--- src/rtl/dom_rand_gen_2ndorder_pkg.sv ---
// Shared constants and types for the 2nd-order DOM mask generator:
// lane geometry, LFSR taps, lane-derivation masks and the seeds that would zero a lane.
package dom_rand_gen_2ndorder_pkg;

  localparam int LANE_W    = 32;
  localparam int SHARE_W   = 8;
  localparam int ADV_STEPS = 8;

  // x^32 + x^22 + x^2 + x + 1 expressed as state bit taps
  localparam int TAP_A = 31;
  localparam int TAP_B = 21;
  localparam int TAP_C = 1;
  localparam int TAP_D = 0;

  localparam logic [LANE_W-1:0] LANE1_MASK = 32'h5A5A5A5A;
  localparam logic [LANE_W-1:0] LANE2_MASK = 32'hA5A5A5A5;

  localparam int NUM_FORBIDDEN = 3;
  localparam logic [NUM_FORBIDDEN-1:0][LANE_W-1:0] FORBIDDEN_SEEDS =
    {32'h0000_0000, LANE1_MASK, LANE2_MASK};

  typedef enum logic [1:0] {
    IDLE   = 2'd0,
    WARMUP = 2'd1,
    RUN    = 2'd2
  } state_e;

  // A seed is forbidden when it would leave one of the three lanes all-zero
  function automatic logic is_forbidden(input logic [LANE_W-1:0] seed);
    logic hit;
    hit = 1'b0;
    for (int i = 0; i < NUM_FORBIDDEN; i++) begin
      if (seed == FORBIDDEN_SEEDS[i]) hit = 1'b1;
    end
    return hit;
  endfunction

endpackage

--- src/rtl/dom_rand_gen_2ndorder_lfsr32_adv8.sv ---
// Combinational 8-step advance of one 32-bit Fibonacci LFSR lane.
module lfsr32_adv8
  import dom_rand_gen_2ndorder_pkg::*;
(
  input  logic [LANE_W-1:0] lane_cur,
  output logic [LANE_W-1:0] lane_adv
);

  logic [LANE_W-1:0] work;

  always_comb begin
    work = lane_cur;
    for (int i = 0; i < ADV_STEPS; i++) begin
      work = {work[LANE_W-2:0], work[TAP_A] ^ work[TAP_B] ^ work[TAP_C] ^ work[TAP_D]};
    end
    lane_adv = work;
  end

endmodule

--- src/rtl/dom_rand_gen_2ndorder.sv ---
// Fresh-mask generator for a 2nd-order DOM AND: three LFSR lanes seeded from one word,
// warmed up after each seed load, then advanced once per consumer handshake.
module dom_rand_gen_2ndorder
  import dom_rand_gen_2ndorder_pkg::*;
#(
  parameter int WARMUP_CYCLES = 4
)
(
  input  logic               clk_i,
  input  logic               rst_i,
  input  logic               seed_valid_i,
  input  logic [LANE_W-1:0]  seed_i,
  output logic               seed_ready_o,
  output logic               seed_err_o,
  output logic               rnd_valid_o,
  input  logic               rnd_ready_i,
  output logic [SHARE_W-1:0] Z0_o,
  output logic [SHARE_W-1:0] Z1_o,
  output logic [SHARE_W-1:0] Z2_o
);

  localparam logic [3:0] WARMUP_LAST = 4'(WARMUP_CYCLES - 1);

  state_e            state_q;
  logic [3:0]        warm_cnt_q;
  logic              seed_err_q;
  logic [LANE_W-1:0] lane_q   [3];
  logic [LANE_W-1:0] lane_adv [3];

  logic seed_offer;
  logic seed_accept;
  logic seed_reject;
  logic lane_advance;

  for (genvar g = 0; g < 3; g++) begin : g_lane
    lfsr32_adv8 u_adv (
      .lane_cur (lane_q[g]),
      .lane_adv (lane_adv[g])
    );
  end

  assign seed_ready_o = (state_q != WARMUP);
  assign rnd_valid_o  = (state_q == RUN);
  assign seed_err_o   = seed_err_q;

  assign Z0_o = lane_q[0][SHARE_W-1:0];
  assign Z1_o = lane_q[1][SHARE_W-1:0];
  assign Z2_o = lane_q[2][SHARE_W-1:0];

  assign seed_offer   = seed_valid_i & seed_ready_o;
  assign seed_accept  = seed_offer & ~is_forbidden(seed_i);
  assign seed_reject  = seed_offer &  is_forbidden(seed_i);
  assign lane_advance = (state_q == WARMUP) | ((state_q == RUN) & rnd_ready_i);

  // A seed load wins over a same-cycle handshake advance; the consumer still
  // takes the Z that was on the outputs during that cycle.
  always_ff @(posedge clk_i or posedge rst_i) begin
    if (rst_i) begin
      state_q    <= IDLE;
      warm_cnt_q <= '0;
      seed_err_q <= 1'b0;
      for (int i = 0; i < 3; i++) lane_q[i] <= '0;
    end else if (seed_accept) begin
      lane_q[0]  <= seed_i;
      lane_q[1]  <= seed_i ^ LANE1_MASK;
      lane_q[2]  <= seed_i ^ LANE2_MASK;
      seed_err_q <= 1'b0;
      state_q    <= WARMUP;
      warm_cnt_q <= '0;
    end else begin
      if (seed_reject) seed_err_q <= 1'b1;
      if (lane_advance) begin
        for (int i = 0; i < 3; i++) lane_q[i] <= lane_adv[i];
      end
      if (state_q == WARMUP) begin
        if (warm_cnt_q == WARMUP_LAST) begin
          state_q    <= RUN;
          warm_cnt_q <= '0;
        end else begin
          warm_cnt_q <= warm_cnt_q + 4'd1;
        end
      end
    end
  end

endmodule

--- config.mk ---
export PLATFORM = sky130hd
export DESIGN_NAME = dom_rand_gen_2ndorder
export DESIGN_NICKNAME = d
export VERILOG_FILES = /design/src/rtl/dom_rand_gen_2ndorder_pkg.sv /design/src/rtl/dom_rand_gen_2ndorder_lfsr32_adv8.sv /design/src/rtl/dom_rand_gen_2ndorder.sv
export SDC_FILE = /design/constraint.sdc
export NUM_CORES = 1
export LEC_CHECK = 0
export ABC_AREA = 1
export BUFFER_PORTS_ARGS = -buffer_cell sky130_fd_sc_hd__buf_2
export CAP_MARGIN = 5
export CORE_MARGIN = 2
export CORE_UTILIZATION = 45
export CTS_CLUSTER_DIAMETER = 60
export DETAILED_ROUTE_END_ITERATION = 16
export PLACE_DENSITY_LB_ADDON = 0.12
export SYNTH_ARGS = -nofsm -noshare
export SYNTH_HDL_FRONTEND = slang
export SYNTH_HIERARCHICAL = 1
export SYNTH_SLANG_ARGS = --single-unit
--- constraint.sdc ---
create_clock -name clk_i -period 2.95 [get_ports clk_i]
set_input_delay 0.295 -clock clk_i [delete_from_list [all_inputs] [get_ports clk_i]]
set_output_delay 0.295 -clock clk_i [all_outputs]
set_load 0.03 [all_outputs]
==> run_summary.xml <==
<?xml version="1.0" encoding="UTF-8"?>
<metrics>
  <group name="outcome">
    <metric name="run_status" unit="">finished, final reports clean</metric>
  </group>
  <group name="yosys">
    <metric name="synth_fp_nets" unit="">1096</metric>
    <metric name="synth-main-ff-cell" unit="">sky130_fd_sc_hd__dfrtp_1</metric>
    <metric name="synth_cell_types" unit="">24</metric>
    <metric name="synth.yosys.seq_area_share" unit="">0.3542</metric>
    <metric name="post_synthesis_sequential_element_count" unit="">103</metric>
    <metric name="synth_area_per_cell" unit="µm²">6.872</metric>
    <metric name="synth_enable_flop_cells" unit="">0</metric>
    <metric name="synth_top_cell_by_area" unit="">sky130_fd_sc_hd__dfrtp_1</metric>
    <metric name="post_synthesis_instance_area" unit="µm²">7277</metric>
    <metric name="ys.warnings.count" unit="">6</metric>
    <metric name="synth-async-reset-ratio" unit="">1.000</metric>
    <metric name="synth_top_area_share" unit="">0.3542</metric>
    <metric name="netlist_top_cells_area" unit="">sky130_fd_sc_hd__dfrtp_1, sky130_fd_sc_hd__nand2_1, sky130_fd_sc_hd__nand3_1</metric>
    <metric name="syn_inst" unit="">1059</metric>
  </group>
  <group name="route">
    <metric name="detail_route.drc_violations" unit="">0</metric>
    <metric name="postRouteAntennaNets" unit="">0</metric>
    <metric name="totalWireLength" unit="µm">19800</metric>
    <metric name="vias" unit="">6190</metric>
    <metric name="drt-vias-per-instance" unit="">5.070</metric>
    <metric name="wl_per_cell" unit="µm">16.22</metric>
    <metric name="drt_iter0_markers" unit="">552</metric>
    <metric name="drt-pass1-iter-count" unit="">5</metric>
  </group>
  <group name="floorplanning">
    <metric name="core_area" unit="µm²">15830</metric>
    <metric name="floorplan.die.width" unit="µm">131.2</metric>
    <metric name="die_area" unit="µm²">17200</metric>
    <metric name="vert_die_dim" unit="µm">131.2</metric>
    <metric name="start_util" unit="">0.4598</metric>
    <metric name="num_io_pins" unit="">63</metric>
    <metric name="rows" unit="">46</metric>
  </group>
  <group name="placement">
    <metric name="portBuffers" unit="">62</metric>
    <metric name="gpl.final_weighted_congestion" unit="">0.8419</metric>
    <metric name="dpl.hpwl" unit="µm">13450</metric>
  </group>
  <group name="clock_tree">
    <metric name="number_of_post_cts_setup_repair_buffers" unit="">0</metric>
    <metric name="numCtsBuffers" unit="">9</metric>
    <metric name="buffer_depth_of_the_longest_clock_path" unit="">2</metric>
    <metric name="tritoncts" unit="">yes</metric>
    <metric name="clock_insertion_delay_worst_skew" unit="ns">0.36</metric>
    <metric name="cts_sinks" unit="">103</metric>
    <metric name="cts_hold_buf" unit="">0</metric>
    <metric name="cts-htree-levels" unit="">3</metric>
    <metric name="postCtsResizedCells" unit="">0</metric>
    <metric name="cts-root-buf" unit="">sky130_fd_sc_hd__clkbuf_16</metric>
    <metric name="clk_pin_slew" unit="ns">0.07</metric>
  </group>
  <group name="final_layout">
    <metric name="final_net_count" unit="">1037</metric>
    <metric name="n_fill_cell" unit="">1664</metric>
    <metric name="mostFrequentLayoutCells" unit="">sky130_fd_sc_hd__nand2_1, sky130_fd_sc_hd__nand3_1, sky130_fd_sc_hd__dfrtp_1</metric>
    <metric name="drive_above_1_share" unit="">0.1622</metric>
    <metric name="antenna_cells_inserted" unit="">0</metric>
    <metric name="syn_to_layout_area_delta" unit="%">1.204</metric>
    <metric name="layout.cells.most_common" unit="">sky130_fd_sc_hd__nand2_1</metric>
  </group>
  <group name="grt">
    <metric name="overflow" unit="">0</metric>
    <metric name="grt_start_max_net_pins" unit="">97</metric>
    <metric name="grt_pass1_vias" unit="">5674</metric>
    <metric name="grt_antenna_before_repair" unit="">0</metric>
    <metric name="first_pass_grt_wire_length" unit="µm">31340</metric>
    <metric name="grt.total_usage" unit="">0.2349</metric>
  </group>
  <group name="worst_setup_path">
    <metric name="arrival_time_worst_endpoint" unit="ns">2.54</metric>
    <metric name="setup.worst_path.class" unit="">reg2reg</metric>
    <metric name="critical_path_capture_point_type" unit="">register</metric>
    <metric name="crit_path_max_fanout" unit="">59</metric>
    <metric name="cp_data_required_time" unit="ns">3.24</metric>
    <metric name="worst_setup_path_start_kind" unit="">register</metric>
  </group>
  <group name="timing">
    <metric name="post-route-period-util" unit="">0.7620</metric>
    <metric name="worst_slew_margin_rel" unit="">0.4205</metric>
    <metric name="final.setup.tns" unit="ns">0</metric>
    <metric name="maxSlewViolCount" unit="">0</metric>
    <metric name="count_of_endpoints_failing_hold_in_the_final_timing_report" unit="">0</metric>
    <metric name="unrepaired_setup_endpoints_after_global_routing" unit="">no</metric>
    <metric name="timing.clock.skew" unit="ns">0.008835</metric>
    <metric name="setup_viol_count_final" unit="">0</metric>
    <metric name="fin_crit" unit="ns">2.248</metric>
    <metric name="timing_worst_slew_pin_value" unit="ns">0.8674</metric>
    <metric name="achievable_freq" unit="MHz">444.9</metric>
  </group>
  <group name="hold_path">
    <metric name="tightest_hold_check_type" unit="">in2async</metric>
  </group>
  <group name="job">
    <metric name="maxCapViolations" unit="">0</metric>
  </group>
</metrics>
## per-stage QoR
step                      utilization  worst slack (ns)  instances  hold slack, ns  instance area (µm²)
after global routing           0.4653            0.4808       1221          0.1692                 7365
final                          0.4653            0.7021       1221          0.1059                 7365
after global placement         0.4463            0.7301       1205          0.4901                 7064
after floorplan                     -             1.208       1059          0.4768                 7281
after detailed placement       0.4463            0.7201       1205          0.4937                 7064
after CTS                      0.4653            0.7075       1221          0.1299                 7365
## final timing paths
| path | startpoint | end | slack [ns] | cells after the start |
|---|---|---|---|---|
| min | rst_i | Z2_o[2] | 0.11 | 2 |
| max | state_q[1] | Z1_o[1] | 0.70 | 9 |
| min in group clk_i | seed_valid_i | seed_err_o | 0.24 | 3 |
| max in group asynchronous | rst_i | Z0_o[7] | 2.20 | 3 |
| min reg2reg | lane_q[8] | lane_q[8] | 0.51 | 2 |
| max reg2reg | state_q[1] | Z1_o[1] | 0.70 | 9 |
## Yosys cell counts (2+ instances only)
library cell	instances
sky130_fd_sc_hd__clkbuf_1	13
sky130_fd_sc_hd__xor2_1	13
sky130_fd_sc_hd__o211ai_1	2
sky130_fd_sc_hd__a21oi_1	4
sky130_fd_sc_hd__inv_2	10
sky130_fd_sc_hd__nand3_1	220
sky130_fd_sc_hd__nand2_1	378
sky130_fd_sc_hd__nand4_1	7
sky130_fd_sc_hd__buf_2	28
sky130_fd_sc_hd__dfrtp_1	103
sky130_fd_sc_hd__nand3b_1	6
sky130_fd_sc_hd__inv_1	71
sky130_fd_sc_hd__nand2_2	37
sky130_fd_sc_hd__nor2_1	27
sky130_fd_sc_hd__buf_4	103
sky130_fd_sc_hd__nor2_2	3
sky130_fd_sc_hd__nand3_2	15
sky130_fd_sc_hd__nor2_4	2
sky130_fd_sc_hd__nand2_4	4
sky130_fd_sc_hd__xnor2_1	9
## area by class of cell
type                            instances  area [µm²]  share of cell area
Multi-Input combinational cell        730        3438              0.4669
Sequential cell                       103        2577              0.3500
Timing Repair Buffer                   75       470.5             0.06388
Inverter                               81       307.8             0.04179
Tap cell                              216       270.3             0.03670
Clock buffer                           11       242.7             0.03296
Clock inverter                          5       57.56            0.007815
## routing by layer
layer  global-route usage  vias to the layer above  wire (µm)
li1                     -                     3129          -
met1               0.3306                     2885       9281
met2               0.3725                      153       9140
met3              0.04630                       23       1054
met4              0.05857                        0        327
met5                    0                        -          0
## logic make-up after synthesis
| logic type | Yosys count | synth area share |
|---|---|---|
| AND/OR/NAND/NOR | 700 | 0.4376 |
| buffers and inverters | 226 | 0.1745 |
| flip-flops | 103 | 0.3542 |
| XOR/XNOR | 22 | 0.02648 |
| AO/OA/AOI/OAI | 7 | 0.005501 |
| adder cells (fa/ha/maj) | 1 | 0.001719 |
## flip-flops by register name (all words and copies together) (netlist names)
| register | flops |
|---|---|
| Z1_o | 8 |
| warm_cnt_q | 4 |
| lane_q | 72 |
| Z0_o | 8 |
| seed_err_o | 1 |
| Z2_o | 8 |
| state_q | 2 |
## worst max-delay path, stage by stage, from the launching register on
cell and delay, ns:
sky130_fd_sc_hd__dfrtp_1 0.37, sky130_fd_sc_hd__inv_1 0.06, sky130_fd_sc_hd__nand2_1 0.28, sky130_fd_sc_hd__nand2_1 0.15, sky130_fd_sc_hd__nor2_4 0.21, sky130_fd_sc_hd__nand2_8 0.25
sky130_fd_sc_hd__nand2_2 0.14, sky130_fd_sc_hd__buf_4 0.46, sky130_fd_sc_hd__nand3_1 0.14, sky130_fd_sc_hd__nand2_1 0.09
Power is left out: the tool's default activity adds up to more than one toggle a clock period on the data nets, which glitch-free logic cannot reach.
